**src/rtl/nfc_cmd_arbiter_if.sv**
```systemverilog
// Command port between the arbiter and the NAND flash memory controller.
// master = arbiter side (issues commands), slave = memory controller side.
interface nfc_cmd_arbiter_if #(
    parameter int CMD_W  = 3,
    parameter int ADDR_W = 16
);
    logic              nfc_start;
    logic [CMD_W-1:0]  nfc_cmd;
    logic [ADDR_W-1:0] RWA;
    logic              nfc_done;
    logic              command_error;

    modport master (
        output nfc_start, nfc_cmd, RWA,
        input  nfc_done, command_error
    );

    modport slave (
        input  nfc_start, nfc_cmd, RWA,
        output nfc_done, command_error
    );
endinterface

```
**src/rtl/nfc_cmd_arbiter.sv**
```systemverilog
// Round-robin arbiter sharing one NAND flash controller command port among
// NUM_REQ requesters, with a completion watchdog and per-requester responses.
module nfc_cmd_arbiter #(
    parameter int NUM_REQ        = 2,
    parameter int CMD_W          = 3,
    parameter int ADDR_W         = 16,
    parameter int TIMEOUT_CYCLES = 4096
) (
    input  logic                      clk,
    input  logic                      Reset_n,
    input  logic [NUM_REQ-1:0]        req,
    input  logic [NUM_REQ*CMD_W-1:0]  req_cmd,
    input  logic [NUM_REQ*ADDR_W-1:0] req_addr,
    output logic [NUM_REQ-1:0]        gnt,
    output logic [NUM_REQ-1:0]        done,
    output logic [NUM_REQ-1:0]        err,
    nfc_cmd_arbiter_if.master         nfc,
    output logic                      busy,
    output logic                      timeout_flag,
    input  logic                      timeout_clr
);

    localparam int IDX_W = $clog2(NUM_REQ);
    localparam int TMR_W = $clog2(TIMEOUT_CYCLES);
    localparam logic [IDX_W:0]       NREQ     = (IDX_W+1)'(NUM_REQ);
    localparam logic [TMR_W-1:0]     TMR_LAST = TMR_W'(TIMEOUT_CYCLES - 1);
    localparam logic [NUM_REQ-1:0]   ONE_HOT0 = NUM_REQ'(1);

    typedef enum logic [1:0] {IDLE, ISSUE, WAIT, RESP} state_t;

    state_t             state_q, state_d;
    logic [IDX_W-1:0]   rr_ptr;
    logic [IDX_W-1:0]   win_q;
    logic [CMD_W-1:0]   cmd_q;
    logic [ADDR_W-1:0]  addr_q;
    logic [TMR_W-1:0]   timer_q;
    logic               err_r;
    logic               timeout_hit;

    logic               pick_vld;
    logic [IDX_W-1:0]   pick_idx;
    logic [IDX_W-1:0]   cand;

    logic [CMD_W-1:0]   cmd_slice  [NUM_REQ];
    logic [ADDR_W-1:0]  addr_slice [NUM_REQ];

    // (base + step) mod NUM_REQ, valid for base, step < NUM_REQ
    function automatic logic [IDX_W-1:0] wrap_inc(input logic [IDX_W-1:0] base,
                                                  input logic [IDX_W:0]   step);
        logic [IDX_W:0] sum;
        sum = {1'b0, base} + step;
        if (sum >= NREQ) sum = sum - NREQ;
        return sum[IDX_W-1:0];
    endfunction

    for (genvar g = 0; g < NUM_REQ; g++) begin : g_slice
        assign cmd_slice[g]  = req_cmd[g*CMD_W +: CMD_W];
        assign addr_slice[g] = req_addr[g*ADDR_W +: ADDR_W];
    end

    always_comb begin
        pick_vld = 1'b0;
        pick_idx = '0;
        cand     = '0;
        for (int i = 0; i < NUM_REQ; i++) begin
            cand = wrap_inc(rr_ptr, (IDX_W+1)'(i));
            if (!pick_vld && req[cand]) begin
                pick_vld = 1'b1;
                pick_idx = cand;
            end
        end
    end

    always_ff @(posedge clk or negedge Reset_n) begin
        if (!Reset_n) state_q <= IDLE;
        else          state_q <= state_d;
    end

    always_comb begin
        state_d = state_q;
        case (state_q)
            IDLE:    if (pick_vld) state_d = ISSUE;
            ISSUE:   state_d = WAIT;
            WAIT:    if (nfc.nfc_done || timer_q == TMR_LAST) state_d = RESP;
            RESP:    state_d = IDLE;
            default: state_d = IDLE;
        endcase
    end

    // nfc_done takes priority over an expiring watchdog in the same cycle
    assign timeout_hit = (state_q == WAIT) && !nfc.nfc_done && (timer_q == TMR_LAST);

    always_ff @(posedge clk or negedge Reset_n) begin
        if (!Reset_n) begin
            rr_ptr       <= '0;
            win_q        <= '0;
            cmd_q        <= '0;
            addr_q       <= '0;
            timer_q      <= '0;
            err_r        <= 1'b0;
            timeout_flag <= 1'b0;
        end else begin
            if (state_q == IDLE && pick_vld) begin
                win_q   <= pick_idx;
                cmd_q   <= cmd_slice[pick_idx];
                addr_q  <= addr_slice[pick_idx];
                timer_q <= '0;
            end
            if (state_q == WAIT) begin
                if (timer_q != '1) timer_q <= timer_q + 1'b1;
                if (nfc.nfc_done)  err_r <= nfc.command_error;
                else if (timer_q == TMR_LAST) err_r <= 1'b1;
            end
            if (state_q == RESP) rr_ptr <= wrap_inc(win_q, (IDX_W+1)'(1));
            if (timeout_hit)      timeout_flag <= 1'b1;
            else if (timeout_clr) timeout_flag <= 1'b0;
        end
    end

    assign gnt  = (state_q == ISSUE)         ? (ONE_HOT0 << win_q) : '0;
    assign done = (state_q == RESP)          ? (ONE_HOT0 << win_q) : '0;
    assign err  = (state_q == RESP && err_r) ? (ONE_HOT0 << win_q) : '0;
    assign busy = (state_q != IDLE);

    assign nfc.nfc_start = (state_q == ISSUE);
    assign nfc.nfc_cmd   = cmd_q;
    assign nfc.RWA       = addr_q;

endmodule

```
**src/flat_wrapper.sv**
```systemverilog
// flat-port wrapper written by rule: the top's interface ports become plain ports
module nfc_cmd_arbiter_flat 
#(
    parameter int NUM_REQ        = 2,
    parameter int CMD_W          = 3,
    parameter int ADDR_W         = 16,
    parameter int TIMEOUT_CYCLES = 4096
)
  (clk, Reset_n, req, req_cmd, req_addr, gnt, done, err, busy, timeout_flag, timeout_clr, nfc_nfc_start, nfc_nfc_cmd, nfc_RWA, nfc_nfc_done, nfc_command_error);
  nfc_cmd_arbiter_if #(.CMD_W(CMD_W), .ADDR_W(ADDR_W)) nfc_i ();
  input  logic clk;
  input  logic Reset_n;
  input  logic [NUM_REQ-1:0] req;
  input  logic [NUM_REQ*CMD_W-1:0] req_cmd;
  input  logic [NUM_REQ*ADDR_W-1:0] req_addr;
  output logic [NUM_REQ-1:0] gnt;
  output logic [NUM_REQ-1:0] done;
  output logic [NUM_REQ-1:0] err;
  output logic busy;
  output logic timeout_flag;
  input  logic timeout_clr;
  output wire logic [$bits(nfc_i.nfc_start)-1:0] nfc_nfc_start;
  output wire logic [$bits(nfc_i.nfc_cmd)-1:0] nfc_nfc_cmd;
  output wire logic [$bits(nfc_i.RWA)-1:0] nfc_RWA;
  input wire logic [$bits(nfc_i.nfc_done)-1:0] nfc_nfc_done;
  input wire logic [$bits(nfc_i.command_error)-1:0] nfc_command_error;
  assign nfc_nfc_start = nfc_i.nfc_start;
  assign nfc_nfc_cmd = nfc_i.nfc_cmd;
  assign nfc_RWA = nfc_i.RWA;
  assign nfc_i.nfc_done = nfc_nfc_done;
  assign nfc_i.command_error = nfc_command_error;
  nfc_cmd_arbiter #(.NUM_REQ(NUM_REQ), .CMD_W(CMD_W), .ADDR_W(ADDR_W), .TIMEOUT_CYCLES(TIMEOUT_CYCLES)) u_core (.clk(clk), .Reset_n(Reset_n), .req(req), .req_cmd(req_cmd), .req_addr(req_addr), .gnt(gnt), .done(done), .err(err), .nfc(nfc_i), .busy(busy), .timeout_flag(timeout_flag), .timeout_clr(timeout_clr));
endmodule
```
**config.mk**
```make
export PLATFORM = sky130hd
export DESIGN_NAME = nfc_cmd_arbiter_flat
export DESIGN_NICKNAME = d
export VERILOG_FILES = /design/src/rtl/nfc_cmd_arbiter_if.sv /design/src/rtl/nfc_cmd_arbiter.sv /design/src/flat_wrapper.sv
export SDC_FILE = /design/constraint.sdc
export NUM_CORES = 1
export LEC_CHECK = 0
export ABC_AREA = 1
export CAP_MARGIN = 20
export CORE_ASPECT_RATIO = 2
export CORE_MARGIN = 4
export CORE_UTILIZATION = 40
export CTS_CLUSTER_DIAMETER = 80
export DETAILED_ROUTE_END_ITERATION = 6
export GPL_ROUTABILITY_DRIVEN = 0
export HOLD_SLACK_MARGIN = 0.08
export PLACE_DENSITY = 0.7
export SETUP_SLACK_MARGIN = 0.02
export SLEW_MARGIN = 20
export SYNTH_ARGS = -nofsm -noshare
export SYNTH_HDL_FRONTEND = slang
export SYNTH_SLANG_ARGS = --single-unit
export TNS_END_PERCENT = 100
```
**constraint.sdc**
```tcl
create_clock -name clk -period 3.06 [get_ports clk]
set_clock_uncertainty 0.05 [all_clocks]
set_input_delay 0.612 -clock clk [delete_from_list [all_inputs] [get_ports clk]]
set_output_delay 0.612 -clock clk [all_outputs]
set_load 0.01 [all_outputs]
```
== Yosys cells after proc, flatten, opt, wreduce, memory -nomap -nowiden ==
Cells that the tools add are included.
Widths: inputs -> output; s select.
Word-level totals
  word-level logic and storage cells: 73
  input port bits: 45
  register bits: 37
Operators by class
  multiplexer cells: 30
  reduce and logical (&&, ||, !) cells: 14
  eq/ne operators: 7
  order comparisons: 6
  shift-type cells: 1
  bitwise gates (word level): 1
  $add $sub $neg: 6
Operator list (count)
  $mux 16: 3
  $mux 12: 3
  $mux 1: 15
  $add 12x1->12 const B: 1
  $eq 12x12->1 const B: 1
  $ne 12x12->1 const B: 1
  $mux 2: 5
  $mux 3: 3
  $pmux 2 s4: 1
  $ge 2x2->1 const B: 3
  $reduce_bool 2->1: 3
  $logic_and 1x1->1: 5
  $add 1x1->2 const B: 2
  $eq 2x2->1 const B: 2
  $lt 1x2->1 const B: 2
  $ne 2x1->1 const B: 2
  $reduce_and 2->1: 2
  $sub 1x1->1 const B: 3
  $eq 2x1->1 const B: 1
  $ge 1x2->1 const B: 1
  $logic_not 1->1: 2
  $logic_not 2->1: 1
  $not 1->2: 1
  $shl 1x1->2 const A: 1
  $logic_or 1x1->1: 1

== Depth between registers and ports, before layout ==
  depth after elaboration: 12
  depth in mapped cells: 10
  gate-level depth less buffers: 10

== Worst setup path before layout ==
Ideal clock, no wire load.
  kind: register to output
  start point: register u_core.state_q[1]
  end point: output gnt[0]
  slack: 1.481 ns
  required time: 2.398 ns
  arrival: 0.917 ns
  cell stages (with the launch flop): 5
  cell sequence: dfrtp_1 -> inv_1 -> ha_1 -> inv_1 -> nor2_1
On the way
  word-level cells in the longest chain between the ends: 2
RTL lines
  start, declared: RTL line nfc_cmd_arbiter.sv:31  | state_t state_q, state_d;
  start signal, assigned: RTL line nfc_cmd_arbiter.sv:76  | else state_q <= state_d;
  $eq 2x1->1
  named net nfc_nfc_start: RTL line flat_wrapper.sv:22  | output wire logic [$bits(nfc_i.nfc_start)-1:0] nfc_nfc_start;
  $mux 2: RTL line nfc_cmd_arbiter.sv:120  | assign gnt = (state_q == ISSUE) ? (ONE_HOT0 << win_q) : '0;
  end, declared: RTL line flat_wrapper.sv:16  | output logic [NUM_REQ-1:0] gnt;
The timed path passes the listed nets, and every way through them passes these cells.

== Worst setup path in the final report ==
  start point: register u_core.state_q[0]
  end point: output busy
On the way
  word-level cells in the longest chain between the ends: 1
RTL lines
  $reduce_bool 2->1: RTL line nfc_cmd_arbiter.sv:123  | assign busy = (state_q != IDLE);
  end, declared: RTL line flat_wrapper.sv:19  | output logic busy;
No other way between the ends.

==> reports/results.ini <==
[floorplanning]
die_w_um = 59.6
start_util = 0.415
row_count = 37
die_y_um = 111
die_area_sq_um = 6640
core-area_sq_um = 5140
ioPinCount = 73

[global_route]
grt_start_max_net_pins = 41
antenna_found_initial = 0
grt_overflow_total = 0
grt_pass1_wl_um = 9280
grt_usage = 0.184
grt_pass1_vias = 2076

[critical_path]
regToRegSetupSlack_ns = 1.01
worst_setup_path_start_kind = flip-flop
endpoint_kind = output port
rr_worst_depth = 5
worstPathCellList = inv_1, ha_1, inv_1, clkdlybuf4s50_1
slowest_stage = clkdlybuf4s50_1
worstPathRequired_ns = 2.40
crit_fanout = 4
criticalPathCategory = reg2out
path_common_cell = inv_1
cpPeakStageDelay_ns = 0.55
crit_arrival_ns = 1.71

[drt]
firstDrtPassIters = 4
drt-initial-drc-count = 55
vias_per_cell = 5.09
drc = 0
dr_total_vias = 2062
totalWireLength_um = 5620
ant_nets = 0
wl_per_cell_um = 13.9

[clock_tree]
cts-buffers-inserted = 5
cts_setup_buffers = 0
clk_pin_slew_ns = 0.07
hold_buffers = 0
cts_resized = 0
cts_sinks = 37
cts_tree = yes
insertion_delay_ns = 0.29
root_buffer = clkbuf_8
htreeDepth = 2
clockBufferDepth = 2

[worst_hold_path]
hold_path_class = in2async

[timing]
final.setup.worst_slack_ns = 0.684
tns_ns = 0
worst_pin_slew_ns = 0.831
relSlewSlack = 0.446
fin_crit_sh = 0.776
setup_viol = 0
report.final.slew_viol_count = 0
finalHoldViolCount = 0
min_period_ns = 2.38
max_freq_mhz = 421
grt_setup_unrepaired = no

[cells_and_area]
fillers = 479
multi_input_area_sq_um = 1030
layout.cells.non_filler = 405
utilization = 0.575
drive_above_1_share = 0.0749
n_antenna_cell = 0
regArea_sq_um = 926
synthToLayoutAreaGrowth_pct = 38.4
nets = 398

[pwr]
power.density_nw_per_um2 = 770
power.total_w = 0.00227
leakagePower_nw = 1.38
vdd_drop_max_mv = 0.562

[synthesis]
synth-seq-cells = 37
synth_top_cell_by_area = dfrtp_1
yosys_warnings = 0
synthesis.nets = 329
ys_top_cells_by_area = dfrtp_1 43%, nand2_1 12%, nand3_1 9.1%, a31oi_1 5.6%, nor2_1 5.5%
ys_types = 29
syn_area_per_cell_sq_um = 7.67
synth_top_area_frac = 0.434
ys_seq_area_frac = 0.434
synth_area_sq_um = 2130
syn_inst = 278

[place]
place_ws_ns = 0.569
dp_hpwl_um = 4450
io_buffers = 72
post-place-cells = 398

[status]
status = completed

[job]
max_cap_violations = 0

==> layer usage <==
layer	global-route usage	wire length [um]	share of wire
met5	0	0	0
met4	0.0814	143	0.025
met1	0.174	1970	0.35
met3	0.0431	220	0.039
met2	0.345	3290	0.59
==> sequential cells by signal (all words and copies together) (netlist names) <==
name and count:
u_core.nfc.RWA 16, u_core.timer_q 12, u_core.rr_ptr 1, u_core.win_q 1
u_core.timeout_flag 1, u_core.state_q 2, u_core.nfc.nfc_cmd 3, u_core.err_r 1
==> worst max-delay path, delay by kind of cell (launching register included) <==
| kind | cells | cell delay (ns) |
|---|---|---|
| adders and majority gates | 1 | 0.26 |
| buffers and inverters | 3 | 0.77 |
| DFF | 1 | 0.40 |
==> cells in the final DEF (no fill, tap or decap) <==
cell type,n
inv_1,26
nand2_1,68
a31oi_1,19
buf_4,1
clkdlybuf4s50_1,71
buf_2,1
clkinv_1,1
nor2_2,3
clkbuf_8,6
nand2_2,2
nand4_1,3
nor2_1,31
or2_2,1
nand3b_1,2
a21oi_1,4
clkbuf_1,1
inv_2,3
nand3_4,1
ha_1,6
nor3_1,3
o21ai_2,1
dfrtp_1,37
or2_0,1
xor2_1,2
nand3_1,39
nand3_2,2
nor2_4,1
nand2_4,4
o21ai_0,6
xnor2_1,1
==> cell families after synthesis <==
group | count (synthesis) | synth area share
xor+xnor | 3 | 0.0123
buf+inv | 41 | 0.0821
flops | 37 | 0.434
fa+ha+maj | 6 | 0.0352
compound gates | 30 | 0.0833
simple gates | 161 | 0.353
==> cell usage after synthesis <==
library cell	number
buf_2	5
nor3_1	3
buf_4	2
nor2_4	1
nand3b_1	2
clkbuf_1	3
ha_1	6
nand4_1	3
nor2_1	31
dfrtp_1	37
clkinv_1	1
xor2_1	2
or2_2	1
a31oi_1	19
or2_0	1
o21ai_0	6
nand3_4	1
o21ai_2	1
nand2_1	68
nand3_2	2
nand2_2	2
inv_2	3
xnor2_1	1
a21oi_1	4
inv_1	26
nand3_1	39
buf_6	1
nor2_2	3
nand2_4	4
==> area by class of cell <==
type / count / share of cell area
inverter: 30 / 0.0381
timing repair buffer: 73 / 0.245
sequential: 37 / 0.314
multi-input combinational: 200 / 0.350
clock buffer: 7 / 0.0292
tap: 58 / 0.0246
==> worst paths after layout <==
path | startpoint | to
max reg2reg | u_core.state_q[0] | u_core.timer_q[10]
min reg2reg | u_core.timeout_flag | u_core.timeout_flag
max in group asynchronous | Reset_n | u_core.err_r
max | u_core.state_q[0] | busy
min | Reset_n | u_core.nfc.nfc_cmd[1]
min in group clk | u_core.timeout_flag | u_core.timeout_flag
==> through the flow <==
stage	hold slack, ns	area (sq um)
after floorplan	0.266	2130
after global placement	0.463	2870
after detailed placement	0.468	2870
after CTS	0.384	2950
after global routing	0.433	2950
final	0.362	2950
==> where the power goes <==
group,total (W),switching (W),internal [W],leakage [nW]
combinational,0.00113,0.000587,0.000544,0.884
sequential,0.000798,0.000126,0.000672,0.449
clock,0.000344,0.000165,0.000179,0.0443
total,0.00227,0.000878,0.00139,1.38
Power figures use the tool's default switching activity.
